===== src/rtl/column_drop_controller.sv =====
// Connect-Four drop controller: validates one-hot column requests,
// animates the falling piece and commits it to the board.
module column_drop_controller #(
  parameter int ROWS       = 6,
  parameter int COLS       = 7,
  parameter int DROP_DELAY = 1
) (
  input  logic                 clk,
  input  logic                 reset,
  input  logic [COLS-1:0]      column_select,
  input  logic                 new_game,
  output logic [ROWS*COLS-1:0] board_red,
  output logic [ROWS*COLS-1:0] board_green,
  output logic                 player,
  output logic                 falling,
  output logic [2:0]           fall_row,
  output logic [2:0]           fall_col,
  output logic                 busy,
  output logic                 drop_done,
  output logic                 drop_reject,
  output logic                 board_full
);

  localparam int CELLS = ROWS * COLS;
  localparam int CW    = (DROP_DELAY > 1) ? $clog2(DROP_DELAY) : 1;
  localparam logic [CELLS-1:0] ONE = CELLS'(1);

  typedef enum logic [1:0] {
    IDLE,
    DROP,
    PLACE
  } state_e;

  state_e           state_q, state_d;
  logic [CELLS-1:0] red_q, red_d;
  logic [CELLS-1:0] green_q, green_d;
  logic             player_q, player_d;
  logic             reject_q, reject_d;
  logic             armed_q, armed_d;
  logic [2:0]       row_q, row_d;
  logic [2:0]       col_q, col_d;
  logic [CW-1:0]    cnt_q, cnt_d;

  logic [CELLS-1:0] occ;
  logic [CELLS-1:0] cell_mask;
  logic [CELLS-1:0] below_mask;
  logic             below_occ;
  logic             req;
  logic             onehot;
  logic             top_busy;
  logic             last_step;
  logic             sel_any;
  logic [2:0]       sel_col;

  assign occ        = red_q | green_q;
  assign board_full = &occ[COLS-1:0];
  assign sel_any    = |column_select;
  assign onehot     = $onehot(column_select);
  assign top_busy   = |(occ[COLS-1:0] & column_select);
  assign req        = armed_q && sel_any;
  assign last_step  = (cnt_q == CW'(DROP_DELAY - 1));

  // Landing cell and the cell directly beneath the falling piece
  assign cell_mask  = ONE << (32'(row_q) * COLS + 32'(col_q));
  assign below_mask = ONE << ((32'(row_q) + 1) * COLS + 32'(col_q));
  assign below_occ  = |(occ & below_mask);

  always_comb begin
    sel_col = '0;
    for (int i = 0; i < COLS; i++) begin
      if (column_select[i]) sel_col = 3'(i);
    end
  end

  always_comb begin
    state_d  = state_q;
    red_d    = red_q;
    green_d  = green_q;
    player_d = player_q;
    row_d    = row_q;
    col_d    = col_q;
    cnt_d    = cnt_q;
    reject_d = 1'b0;
    armed_d  = armed_q | ~sel_any;

    if (new_game) begin
      state_d  = IDLE;
      red_d    = '0;
      green_d  = '0;
      player_d = 1'b0;
      row_d    = '0;
      col_d    = '0;
      cnt_d    = '0;
      // A request coinciding with new_game is consumed, not replayed
      if (sel_any) armed_d = 1'b0;
    end else begin
      unique case (state_q)
        IDLE: begin
          if (req) begin
            armed_d = 1'b0;
            if (!onehot || top_busy || board_full) begin
              reject_d = 1'b1;
            end else begin
              state_d = DROP;
              col_d   = sel_col;
              row_d   = '0;
              cnt_d   = '0;
            end
          end
        end
        DROP: begin
          if (!last_step) begin
            cnt_d = cnt_q + CW'(1);
          end else begin
            cnt_d = '0;
            if (row_q == 3'(ROWS - 1) || below_occ) begin
              state_d = PLACE;
            end else begin
              row_d = row_q + 3'd1;
            end
          end
        end
        PLACE: begin
          state_d = IDLE;
          if (player_q) green_d = green_q | cell_mask;
          else          red_d   = red_q | cell_mask;
          player_d = ~player_q;
        end
        default: state_d = IDLE;
      endcase
    end
  end

  always_ff @(posedge clk or negedge reset) begin
    if (!reset) begin
      state_q  <= IDLE;
      red_q    <= '0;
      green_q  <= '0;
      player_q <= 1'b0;
      row_q    <= '0;
      col_q    <= '0;
      cnt_q    <= '0;
      reject_q <= 1'b0;
      armed_q  <= 1'b0;
    end else begin
      state_q  <= state_d;
      red_q    <= red_d;
      green_q  <= green_d;
      player_q <= player_d;
      row_q    <= row_d;
      col_q    <= col_d;
      cnt_q    <= cnt_d;
      reject_q <= reject_d;
      armed_q  <= armed_d;
    end
  end

  assign board_red   = red_q;
  assign board_green = green_q;
  assign player      = player_q;
  assign fall_row    = row_q;
  assign fall_col    = col_q;
  assign falling     = (state_q == DROP);
  assign busy        = (state_q == DROP) || (state_q == PLACE);
  assign drop_done   = (state_q == PLACE) && !new_game;
  assign drop_reject = reject_q && !new_game;

endmodule

===== config.mk =====
export PLATFORM = sky130hd
export DESIGN_NAME = column_drop_controller
export DESIGN_NICKNAME = d
export VERILOG_FILES = /design/src/rtl/column_drop_controller.sv
export SDC_FILE = /design/constraint.sdc
export NUM_CORES = 1
export LEC_CHECK = 0
export ABC_AREA = 0
export BUFFER_PORTS_ARGS = -buffer_cell sky130_fd_sc_hd__buf_2
export CAP_MARGIN = 20
export CORE_MARGIN = 2
export CORE_UTILIZATION = 35
export CTS_CLUSTER_DIAMETER = 150
export DETAILED_ROUTE_END_ITERATION = 10
export PLACE_DENSITY = 0.51
export SLEW_MARGIN = 25
export SYNTH_ARGS = -nofsm -noshare
export SYNTH_HDL_FRONTEND = slang
export SYNTH_SLANG_ARGS = --single-unit

===== constraint.sdc =====
create_clock -name clk -period 5.35 [get_ports clk]
set_input_delay 1.07 -clock clk [delete_from_list [all_inputs] [get_ports clk]]
set_output_delay 1.07 -clock clk [all_outputs]
set_load 0.02 [all_outputs]

==> metrics.md <==
| Metric | Value |
|---|---|
| H-tree levels | 3 |
| Post-synthesis register bit count | 95 |
| Main synth FF type | dfrtp_1 |
| Routed via count | 5092 |
| CP Max Fanout | 19 |
| Core Rows | 46 |
| Final min period | 4848 ps |
| Avg Synthesized Cell Area | 8.835 µm² |
| Sequential cell area fraction in the yosys report | 42.51% |
| # IOs | 106 |
| Placer Congestion | 0.8700 |
| Startpoint types | flip-flop |
| Post-synth top cells | nor2_1, dfrtp_1, inv_1 |
| Clk_lat worst skew | 370 ps |
| IO Port Bufs | 105 |
| Most frequent cell after synthesis | nor2_1 |
| Unrepaired setup endpoints after global routing | false |
| Share of cells above drive strength 1 | 19.67% |
| First-pass GRT wire length | 28.60 mm |
| Layout Area Growth over Synthesis | 18.84% |
| Setup TNS | 0 ps |
| Final instance area | 0.006646 mm² |
| Crit. End Element | flip-flop |
| Vias per cell | 5.371 |
| Synth Cell Area | 0.005593 mm² |
| Chip width | 130.4 µm |
| Cell chain of the critical path | inv_1 -> ha_1 -> xor2_1 -> xnor2_1 -> fa_1 -> inv_1 -> fa_2 -> nand2b_1 -> o32ai_1 -> a221oi_1 -> a2111o_1 -> a21boi_4 -> a31o_1 -> a211oi_2 |
| Fin cells | 948 |
| Max Cap Violations | 0 |
| Crit path DAT | 5120 ps |
| YS warnings | 0 |
| Area post-placement | 0.006314 mm² |
| Top cell type's share of synthesized area | 42.51% |
| Filler cells | 1660 |
| PwrDens | 258.8 mW/mm² |
| Grt ovf | 0 |
| Worst-margin pin slew | 991.0 ps |
| Crit path required time | 5620 ps |
| Drt drc | 0 |
| Mapped Nets | 680 |
| F_max | 0.2063 GHz |
| Delay-heaviest family, CP | adder cells |
| Final slew viol count | 0 |
| ANT cells | 0 |
| Total global-route track usage | 22.39% |
| Tcrit/Tclk final | 90.62% |
| Detail Route Antenna Nets | 0 |
| Pin count of the biggest net entering global routing | 96 |
| CTS tree | yes |
| Hold_ws | 522.1 ps |
| Initial antenna violation count | 0 |
| Final wirelength | 18.47 mm |
| WL/cell | 19.49 µm |
| Distinct cells, synth | 68 |
| Hold Vio Cnt, Final | 0 |
| Drt initial violations | 384 |
| Max stage delay on crit path | 800 ps |
| Fin nets | 774 |
| Starting density of the core | 35.46% |
| Clock Skew | 10.16 ps |
| Setup Crit Path Kind | flip-flop to flip-flop |
| Die area | 0.01701 mm² |
| Die Y-Extent | 130.4 µm |
| Clock root cell | clkbuf_16 |
| Core Box Area | 0.01577 mm² |
| Placed cell count | 932 |
| Leak | 0.003231 µW |
| Outcome | complete, no violations |
| Post-synth top area cell | dfrtp_1 |
| Peak supply drop | 0.1583 mV |
| Hpwl dp | 13.63 mm |
| Worst hold path class | flip-flop to flip-flop |
| Number of endpoints failing setup at the final stage | 0 |
| First-pass iteration count of the detailed router | 5 |
| Post-synth EDFFs | 0 |
| Rel. slew slack | 33.93% |
| Slowest CP cell | fa_2 |
| Cells after synthesis | 633 |
| Worst-path clk slew | 70 ps |
| Clk sinks | 95 |
| Synth area leaders | dfrtp_1, nor2_1, ha_1 |
| FFs w/ async S/R, synth | 100.0% |
| PnR worst setup slack | 501.7 ps |
| Critical path buffer and inverter count | 2 |
| Vias in the first global route | 5018 |
| Crit-path most repeated cell | inv_1 |
| TritonCTS Buffers | 9 |
| Setup WS pre-CTS | 345.6 ps |
| Clk buf depth | 2 |
| Postcts setup bufs | 0 |
[layout make-up]
| type | instances | area, µm² | share of cell area (%) |
|---|---|---|---|
| multi-input cells | 438 | 2825 | 42.51 |
| clock inverters | 6 | 91.34 | 1.374 |
| repair buffers | 111 | 573.1 | 8.622 |
| flip-flops and latches | 95 | 2377 | 35.77 |
| clock buffers | 10 | 239.0 | 3.596 |
| well taps | 216 | 270.3 | 4.066 |
| inverters | 72 | 270.3 | 4.066 |
[final timing paths]
kind	start	to	slack, ps	cells after the start
worst max-delay path	fall_row[0]$_DFFE_PN0P_	state_q[0]$_DFFE_PN0P_	500	14
worst min-delay path	board_green[41]$_DFFE_PN0P_	board_green[41]$_DFFE_PN0P_	520	2
worst max register to register	fall_row[0]$_DFFE_PN0P_	state_q[0]$_DFFE_PN0P_	500	14
worst min register to register	board_green[41]$_DFFE_PN0P_	board_green[41]$_DFFE_PN0P_	520	2
max in group asynchronous	reset	board_green[31]$_DFFE_PN0P_	3540	2
min in group asynchronous	reset	fall_col[1]$_DFFE_PN0P_	710	1
[worst reg2reg max path: cells and delay by family (launching register included)]
kind / cells / cell delay, ps
XOR/XNOR: 2 / 380
flip-flops: 1 / 570
adder cells (fa/ha/maj): 3 / 1730
buffers and inverters: 2 / 290
AND/OR/NAND/NOR: 1 / 230
AO/OA/AOI/OAI: 6 / 1560
[report_power, final]
group | total [µW] | switching [µW] | internal [µW]
Clock | 728 | 303 | 425
Sequential | 722 | 3.37 | 719
Combinational | 270 | 186 | 83.9
Total | 1720 | 492 | 1230
[logic make-up (layout without fill, tap and decap cells)]
family / after synthesis / in the layout / synth area share (%)
buffers and inverters: 100 / 199 / 7.024
DFF: 95 / 95 / 42.51
muxes: 3 / 3 / 0.8278
adders and majority gates: 37 / 37 / 9.620
and+or+nand+nor: 205 / 205 / 16.94
AOI/OAI and AO/OA: 180 / 180 / 20.78
xor gates and xnor gates: 13 / 13 / 2.304
[layer usage]
layer	share of wire (%)	up-vias	track usage [%]	wire [µm]
met4	1.5	0	6.884	278
met3	5.6	21	3.298	1037
met5	0	-	0	0
met1	45	2506	30.86	8308
li1	-	2385	-	-
met2	48	180	36.77	8848
[flip-flops by register name (all words and copies together), names as in the netlist]
signal and count:
board_green 42, armed_q 1, fall_row 3, reject_q 1, board_red 42, fall_col 3, state_q 2, player 1
[cell usage in the layout, fill, tap and decap left out, drive strengths merged, types with 3 or more instances in the layout]
| cell type | n |
|---|---|
| clkinv | 3 |
| o22ai | 50 |
| nand4b | 3 |
| dfrtp | 95 |
| buf | 111 |
| or2 | 4 |
| a211oi | 7 |
| xnor2 | 8 |
| a31oi | 7 |
| a21o | 4 |
| nor2 | 104 |
| fa | 10 |
| xor2 | 5 |
| o311ai | 3 |
| o22a | 3 |
| o21ai | 19 |
| nor3 | 17 |
| and2 | 6 |
| nand2 | 29 |
| o211ai | 4 |
| inv | 73 |
| nand2b | 11 |
| clkbuf | 10 |
| nor2b | 7 |
| a21oi | 57 |
| nand3 | 11 |
| ha | 27 |
[stage by stage]
step / util (%) / total power [µW]
after floorplan: - / 913.5
after global placement: 40.03 / 997.5
after detailed placement: 40.03 / 1002
after CTS: 42.13 / 1727
after global routing: 42.15 / 1783
final: 42.15 / 1720
[repair_timing]
item | CTS | global route
resized for setup | 0 | 1
hold buffers | 0 | 0
hold endpoints to repair | 0 | 0
setup endpoints to repair | 0 | 3
No activity file was read; power rests on OpenSTA's default activity.
